[config.mk]
export PLATFORM = sky130hd
export DESIGN_NAME = alu_wb_stage_flat
export DESIGN_NICKNAME = d
export VERILOG_FILES = /design/src/rtl/alu_wb_stage_pkg.sv /design/src/rtl/alu_wb_stage_if.sv /design/src/rtl/alu_wb_stage_fifo.sv /design/src/rtl/alu_wb_stage.sv /design/src/flat_wrapper.sv
export SDC_FILE = /design/constraint.sdc
export NUM_CORES = 1
export LEC_CHECK = 0
export BUFFER_PORTS_ARGS = -buffer_cell sky130_fd_sc_hd__buf_2
export CORE_ASPECT_RATIO = 1.25
export CORE_UTILIZATION = 40
export DETAILED_ROUTE_END_ITERATION = 10
export REMOVE_ABC_BUFFERS = 1
export SKIP_LAST_GASP = 1
export SLEW_MARGIN = 30
export SYNTH_ARGS = -nofsm -noshare
export SYNTH_HDL_FRONTEND = slang
export SYNTH_HIERARCHICAL = 1
export SYNTH_SLANG_ARGS = --single-unit
export TNS_END_PERCENT = 30
[constraint.sdc]
create_clock -name clk -period 6 [get_ports clk]
set_input_delay 1.2 -clock clk [delete_from_list [all_inputs] [get_ports clk]]
set_output_delay 1.2 -clock clk [all_outputs]
set_load 0.01 [all_outputs]
[src/rtl/alu_wb_stage_pkg.sv]
// Shared types for the ALU writeback stage: flag register layout and queued entry format.
// Widths are fixed here so the interface, FIFO and stage all agree on one entry shape.
package alu_wb_stage_pkg;

  localparam int DATA_W   = 16;
  localparam int REG_W    = 3;
  localparam int WB_DEPTH = 2;

  // Architectural flags, MSB..LSB = Sign, Zero, Carry, Overflow.
  typedef struct packed {
    logic sign;
    logic zero;
    logic carry;
    logic ovf;
  } csr_t;

  typedef struct packed {
    logic [DATA_W-1:0] result;
    csr_t              flags;
    logic [REG_W-1:0]  rd;
    logic              wr_reg;
    logic              wr_flags;
  } wb_entry_t;

endpackage

[src/rtl/alu_wb_stage_if.sv]
// ALU-issue, register-file write and forwarding signals of the writeback stage.
// master = surrounding core (issues ops, grants rf port), slave = alu_wb_stage.
interface alu_wb_stage_if;
  import alu_wb_stage_pkg::*;

  logic              flush;
  logic              in_valid;
  logic              in_ready;
  logic [DATA_W-1:0] in_result;
  csr_t              in_flags;
  logic [REG_W-1:0]  in_rd;
  logic              in_wr_reg;
  logic              in_wr_flags;
  logic              rf_we;
  logic [REG_W-1:0]  rf_waddr;
  logic [DATA_W-1:0] rf_wdata;
  logic              rf_ready;
  csr_t              csr_flags;
  csr_t              flags_view;
  logic [REG_W-1:0]  fwd_rs;
  logic              fwd_hit;
  logic [DATA_W-1:0] fwd_data;

  modport master (
    output flush, in_valid, in_result, in_flags, in_rd, in_wr_reg, in_wr_flags,
           rf_ready, fwd_rs,
    input  in_ready, rf_we, rf_waddr, rf_wdata, csr_flags, flags_view, fwd_hit, fwd_data
  );

  modport slave (
    input  flush, in_valid, in_result, in_flags, in_rd, in_wr_reg, in_wr_flags,
           rf_ready, fwd_rs,
    output in_ready, rf_we, rf_waddr, rf_wdata, csr_flags, flags_view, fwd_hit, fwd_data
  );

endinterface

[src/rtl/alu_wb_stage_fifo.sv]
// DEPTH x wb_entry_t ring buffer; push lands on the edge, head visible next cycle.
// No internal backpressure: caller gates push on count != DEPTH and pop on count != 0.
module wb_fifo
  import alu_wb_stage_pkg::*;
#(
  parameter  int DEPTH = 2,
  localparam int PW    = (DEPTH > 1) ? $clog2(DEPTH) : 1,
  localparam int CW    = $clog2(DEPTH) + 1
) (
  input  logic          clk,
  input  logic          rst,
  input  logic          flush_i,
  input  logic          push_i,
  input  wb_entry_t     push_dat_i,
  input  logic          pop_i,
  output wb_entry_t     mem_o [DEPTH],
  output logic [PW-1:0] head_o,
  output logic [CW-1:0] count_o
);

  wb_entry_t     mem_q [DEPTH];
  logic [PW-1:0] head_q, head_d, tail_q, tail_d;
  logic [CW-1:0] count_q, count_d;

  // Pointers wrap by natural overflow since DEPTH is a power of two.
  always_comb begin
    head_d  = head_q;
    tail_d  = tail_q;
    count_d = count_q;
    if (flush_i) begin
      head_d  = '0;
      tail_d  = '0;
      count_d = '0;
    end else begin
      if (push_i) tail_d = tail_q + PW'(1);
      if (pop_i)  head_d = head_q + PW'(1);
      case ({push_i, pop_i})
        2'b10:   count_d = count_q + CW'(1);
        2'b01:   count_d = count_q - CW'(1);
        default: count_d = count_q;
      endcase
    end
  end

  always_ff @(posedge clk or posedge rst) begin
    if (rst) begin
      head_q  <= '0;
      tail_q  <= '0;
      count_q <= '0;
    end else begin
      head_q  <= head_d;
      tail_q  <= tail_d;
      count_q <= count_d;
    end
  end

  always_ff @(posedge clk) begin
    if (push_i && !flush_i) mem_q[tail_q] <= push_dat_i;
  end

  assign mem_o   = mem_q;
  assign head_o  = head_q;
  assign count_o = count_q;

endmodule

[src/rtl/alu_wb_stage.sv]
// ALU->writeback queue: retires in order to the rf port, commits flags, serves bypass lookups.
// Min 1 cycle in_valid->rf_we; write entries stall on rf_ready, in_ready drops when full.
module alu_wb_stage
  import alu_wb_stage_pkg::*;
#(
  parameter int DEPTH = WB_DEPTH
) (
  input logic           clk,
  input logic           rst,
  alu_wb_stage_if.slave wb
);

  localparam int PW = (DEPTH > 1) ? $clog2(DEPTH) : 1;
  localparam int CW = $clog2(DEPTH) + 1;

  wb_entry_t     ent [DEPTH];
  wb_entry_t     head, push_dat;
  logic [PW-1:0] head_ptr, idx;
  logic [CW-1:0] count;
  logic          has_head, push, retire;
  csr_t          csr_q, csr_d, view;
  logic          hit;
  logic [DATA_W-1:0] fdata;

  assign has_head    = (count != '0);
  assign head        = ent[head_ptr];
  assign wb.in_ready = (count != CW'(DEPTH));
  assign push        = wb.in_valid && wb.in_ready;
  // Flag-only entries never need the write port, so they leave without a grant.
  assign retire      = has_head && (!head.wr_reg || wb.rf_ready);

  assign push_dat = '{result:   wb.in_result,
                      flags:    wb.in_flags,
                      rd:       wb.in_rd,
                      wr_reg:   wb.in_wr_reg,
                      wr_flags: wb.in_wr_flags};

  wb_fifo #(.DEPTH(DEPTH)) u_fifo (
    .clk        (clk),
    .rst        (rst),
    .flush_i    (wb.flush),
    .push_i     (push),
    .push_dat_i (push_dat),
    .pop_i      (retire),
    .mem_o      (ent),
    .head_o     (head_ptr),
    .count_o    (count)
  );

  assign wb.rf_we    = has_head && head.wr_reg;
  assign wb.rf_waddr = has_head ? head.rd     : '0;
  assign wb.rf_wdata = has_head ? head.result : '0;

  // A flush squashes the retiring entry's flag update but not its register write.
  always_comb begin
    csr_d = csr_q;
    if (retire && head.wr_flags && !wb.flush) csr_d = head.flags;
  end

  always_ff @(posedge clk or posedge rst) begin
    if (rst) csr_q <= '0;
    else     csr_q <= csr_d;
  end

  assign wb.csr_flags = csr_q;

  // Walk oldest to youngest so later matches overwrite earlier ones.
  always_comb begin
    hit   = 1'b0;
    fdata = '0;
    view  = csr_q;
    idx   = '0;
    for (int i = 0; i < DEPTH; i++) begin
      idx = head_ptr + PW'(i);
      if (CW'(i) < count) begin
        if (ent[idx].wr_reg && (ent[idx].rd == wb.fwd_rs)) begin
          hit   = 1'b1;
          fdata = ent[idx].result;
        end
        if (ent[idx].wr_flags) view = ent[idx].flags;
      end
    end
  end

  assign wb.fwd_hit    = hit;
  assign wb.fwd_data   = fdata;
  assign wb.flags_view = view;

  a_no_drop: assert property (@(posedge clk) disable iff (rst) !(wb.in_valid && !wb.in_ready))
    else $error("in_valid asserted while in_ready=0: op dropped");

endmodule
[src/flat_wrapper.sv]
// flat-port wrapper written by rule: the top's interface ports become plain ports
module alu_wb_stage_flat import alu_wb_stage_pkg::*;
#(
  parameter int DEPTH = WB_DEPTH
)
  (clk, rst, wb_flush, wb_in_valid, wb_in_result, wb_in_flags, wb_in_rd, wb_in_wr_reg, wb_in_wr_flags, wb_rf_ready, wb_fwd_rs, wb_in_ready, wb_rf_we, wb_rf_waddr, wb_rf_wdata, wb_csr_flags, wb_flags_view, wb_fwd_hit, wb_fwd_data);
  alu_wb_stage_if wb_i ();
  input logic clk;
  input logic rst;
  input wire logic [$bits(wb_i.flush)-1:0] wb_flush;
  input wire logic [$bits(wb_i.in_valid)-1:0] wb_in_valid;
  input wire logic [$bits(wb_i.in_result)-1:0] wb_in_result;
  input wire logic [$bits(wb_i.in_flags)-1:0] wb_in_flags;
  input wire logic [$bits(wb_i.in_rd)-1:0] wb_in_rd;
  input wire logic [$bits(wb_i.in_wr_reg)-1:0] wb_in_wr_reg;
  input wire logic [$bits(wb_i.in_wr_flags)-1:0] wb_in_wr_flags;
  input wire logic [$bits(wb_i.rf_ready)-1:0] wb_rf_ready;
  input wire logic [$bits(wb_i.fwd_rs)-1:0] wb_fwd_rs;
  output wire logic [$bits(wb_i.in_ready)-1:0] wb_in_ready;
  output wire logic [$bits(wb_i.rf_we)-1:0] wb_rf_we;
  output wire logic [$bits(wb_i.rf_waddr)-1:0] wb_rf_waddr;
  output wire logic [$bits(wb_i.rf_wdata)-1:0] wb_rf_wdata;
  output wire logic [$bits(wb_i.csr_flags)-1:0] wb_csr_flags;
  output wire logic [$bits(wb_i.flags_view)-1:0] wb_flags_view;
  output wire logic [$bits(wb_i.fwd_hit)-1:0] wb_fwd_hit;
  output wire logic [$bits(wb_i.fwd_data)-1:0] wb_fwd_data;
  assign wb_i.flush = wb_flush;
  assign wb_i.in_valid = wb_in_valid;
  assign wb_i.in_result = wb_in_result;
  assign wb_i.in_flags = wb_in_flags;
  assign wb_i.in_rd = wb_in_rd;
  assign wb_i.in_wr_reg = wb_in_wr_reg;
  assign wb_i.in_wr_flags = wb_in_wr_flags;
  assign wb_i.rf_ready = wb_rf_ready;
  assign wb_i.fwd_rs = wb_fwd_rs;
  assign wb_in_ready = wb_i.in_ready;
  assign wb_rf_we = wb_i.rf_we;
  assign wb_rf_waddr = wb_i.rf_waddr;
  assign wb_rf_wdata = wb_i.rf_wdata;
  assign wb_csr_flags = wb_i.csr_flags;
  assign wb_flags_view = wb_i.flags_view;
  assign wb_fwd_hit = wb_i.fwd_hit;
  assign wb_fwd_data = wb_i.fwd_data;
  alu_wb_stage #(.DEPTH(DEPTH)) u_core (.clk(clk), .rst(rst), .wb(wb_i));
endmodule
==> run summary <==
=================================================================================================
Remaining antenna violation count after routing                                                 0
Synthesized netlist cell count                                                                286
Area occupied by registers                                                               1700 um2
Count of state elements after synthesis                                                        58
Crit path required time                                                                   4.80 ns
Layout Cells excl Fill                                                                        457
Total track usage                                                                           18.1%
Iteration-0 DRC count of the detailed router                                                  110
Largest cells by area after synthesis                                                sky130_fd_sc_hd__edfxtp_1 48%, sky130_fd_sc_hd__nand3_1 7.2%, sky130_fd_sc_hd__dfrtp_1 6.4%, sky130_fd_sc_hd__a2111o_1 5.8%, sky130_fd_sc_hd__nand2_1 4.2%
Most used standard cells in the synthesized netlist                                  50 x sky130_fd_sc_hd__edfxtp_1, 45 x sky130_fd_sc_hd__nand3_1, 35 x sky130_fd_sc_hd__nand2_1
Share of layout cells above drive strength 1                                                32.6%
DIE AREA                                                                                 8130 um2
Post-Place Cells                                                                              440
Number of setup buffers added after CTS                                                         0
Number of diodes added for antenna fixing                                                       0
Number of DRC violations after detailed routing                                                 0
Leak                                                                                   0.00150 uW
Top Ports                                                                                      79
PD cells                                                                               408 nW/um2
Maximum frequency from static timing analysis                                             218 MHz
Routed Wire Length                                                                        7.12 mm
Number of flops mapped to enable cells by yosys                                                50
Min cycle time layout                                                                     4.58 ns
Length of the first detailed-routing pass in iterations                                         5
Final slew viol count                                                                           0
Clock latency on the worst-skew pair                                                      0.33 ns
Die outline width                                                                         80.9 um
First-pass GRT wire length                                                                10.8 mm
Max-Slew Margin vs Limit                                                                    38.7%
Count of final hold-check violations                                                            0
Final nets                                                                                    393
Total of cells resized after clock tree synthesis                                               0
Number of buffers added to fix hold violations after cts                                        0
Most instantiated library cell after synthesis                                       sky130_fd_sc_hd__edfxtp_1
Clock Root Buffer                                                                    sky130_fd_sc_hd__clkbuf_8
Number of antenna violations at the first check in global routing                               0
Peak supply drop                                                                         0.202 mV
Sequential share of the synthesized area                                                    54.7%
Multi-input gate area in the final layout                                                1300 um2
Setup slack at placement                                                                  1.65 ns
Setup violators final                                                                           0
Crit path capture type                                                                output port
Core footprint                                                                           7440 um2
Worst setup SP type                                                                     flip-flop
Netlist area before placement                                                            3110 um2
Layout overhead on the synthesized area                                                     21.9%
Data arrival time of the critical path                                                    3.38 ns
Y dimension of the die                                                                     101 um
Share of flip-flops with an asynchronous set or reset after synthesis                       13.8%
Unrepaired setup endpoints after global routing                                                no
Reg-to-reg slack, setup                                                                   3.35 ns
Clock tree skew after final layout                                                      0.0100 ns
Synthesized area divided by synthesized cell count                                       10.9 um2
HPWL after DPL                                                                            4.78 mm
Inserted Clock Buffers                                                                          9
Total of max-cap violations                                                                     0
Avg WL per Cell                                                                           15.6 um
Clock tree from TritonCTS                                                                    done
Final GP Congestion                                                                         0.822
Class of the worst hold path                                                           reg -> reg
Critical-path maximum fanout                                                                   45
Top_reg_cell synth                                                                   sky130_fd_sc_hd__edfxtp_1
Status                                                                               finished, final reports clean
Pin count of the biggest net entering global routing                                           46
Final-layout worst hold slack                                                            0.538 ns
Share of the clock period used by the worst path after layout                               76.3%
Post-detailed-route via-to-cell ratio                                                        5.42
Max Buffers Root-to-Sink                                                                        2
Worst Setup Slack, final                                                                  1.42 ns
Starting density of the core                                                                41.8%
DR vias                                                                                      2478
Final total power                                                                         1550 uW
Number of sinks driven by the clock tree                                                       58
Layout filler cell count                                                                      672
Number of distinct library cell variants in the gate-level netlist after synthesis             39
Total negative slack for setup checks                                                        0 ns
Fraction of synthesized cell area taken by the top area cell type                           48.3%
Remaining global-route overflow                                                                 0
Port Buffers                                                                                   78
Via count of the first global-routing pass                                                   2338
Yosys warns                                                                                     6
Clock transition at the registers of the reported paths                                   0.07 ns
Cell type contributing the most total cell area after synthesis                      sky130_fd_sc_hd__edfxtp_1
Worst-Margin Slew                                                                        0.913 ns
Max H-tree Level                                                                                3
Number of rows created at floorplan                                                            35
Start-to-end type of the worst setup path                                              reg -> out
=================================================================================================
-- critical path, cell delays in order (launching register included) --
cell and delay [ns]:
sky130_fd_sc_hd__dfrtp_2 0.95, sky130_fd_sc_hd__mux2i_1 0.30, sky130_fd_sc_hd__xnor2_1 0.14, sky130_fd_sc_hd__nor4_4 0.81, sky130_fd_sc_hd__buf_4 0.44, sky130_fd_sc_hd__nand3_1 0.13, sky130_fd_sc_hd__nand3_1 0.13, sky130_fd_sc_hd__buf_2 0.13
-- report_power, final --
group / switching, uW / internal (uW)
Clock: 154 / 233
Combinational: 352 / 234
Sequential: 74.6 / 501
Total: 581 / 967
-- metrics by stage --
stage                     utilization (%)  instance area [um2]
final                                50.9                 3790
after global routing                 50.9                 3790
after CTS                            50.8                 3780
after detailed placement             47.8                 3560
after global placement               47.8                 3560
after floorplan                         -                 3000
-- worst paths after layout --
check | startpoint | to | depth (start not counted)
min reg2reg | u_core/wb.csr_flags[0] | u_core/wb.csr_flags[0] | 1
min in group asynchronous | rst | u_core/wb.csr_flags[0] | 2
min | u_core/wb.csr_flags[0] | u_core/wb.csr_flags[0] | 1
max | u_core/u_fifo/head_o | wb_fwd_data[9] | 7
max reg2reg | u_core/u_fifo/head_o | u_core/wb.csr_flags[2] | 5
max in group asynchronous | rst | u_core/u_fifo/head_o | 2
-- flip-flops by register name (all words and copies together), names as in the netlist --
| name | cells |
|---|---|
| u_core/wb.csr_flags | 4 |
| u_core/u_fifo/tail_q | 1 |
| u_core/u_fifo/count_o | 2 |
| u_core/u_fifo/mem_o | 50 |
| u_core/u_fifo/head_o | 1 |
-- final cells by class --
| cell class | count | share of cell area (%) |
|---|---|---|
| sequential | 58 | 44.9 |
| inverter | 5 | 0.495 |
| timing repair buffer | 83 | 11.4 |
| clock inverter | 7 | 2.48 |
| clock buffer | 9 | 3.27 |
| tap | 92 | 3.04 |
| multi-input combinational | 203 | 34.4 |
-- layout by cell type, fill, tap and decap left out, drive strengths merged --
master | synthesis | layout
nand2 | 35 | 35
inv | 4 | 5
bufinv | 0 | 2
nor3 | 5 | 5
nor4 | 2 | 2
xor2 | 1 | 1
a21boi | 1 | 1
mux2 | 9 | 9
clkinv | 1 | 4
nor2 | 14 | 14
and2 | 3 | 3
edfxtp | 50 | 50
or3 | 1 | 1
and3b | 2 | 2
o21bai | 1 | 1
o211ai | 6 | 6
mux2i | 7 | 7
buf | 8 | 83
a2111o | 16 | 16
a32oi | 1 | 1
clkinvlp | 0 | 1
nand2b | 8 | 8
o22ai | 1 | 1
o21ai | 4 | 4
a22oi | 2 | 2
nand3 | 45 | 45
xnor2 | 9 | 9
clkbuf | 12 | 9
nor3b | 3 | 3
a21oi | 22 | 22
nor2b | 5 | 5
dfrtp | 8 | 8
-- routing by layer --
layer,up-vias,GRT usage (%),share of wire [%]
met2,76,32.4,52
met1,1176,19.3,41
li1,1216,-,-
met4,0,7.28,1.7
met3,10,5.79,5.5
met5,-,0,0
-- cells by family after synthesis --
family / after synthesis / share of synthesized area [%]
muxes: 16 / 5.63
xor gates and xnor gates: 10 / 2.82
AOI/OAI and AO/OA: 54 / 12.9
and+or+nand+nor: 123 / 19.8
DFF: 58 / 54.7
buffers and inverters: 25 / 4.10
(Power assumes the default switching activity.)
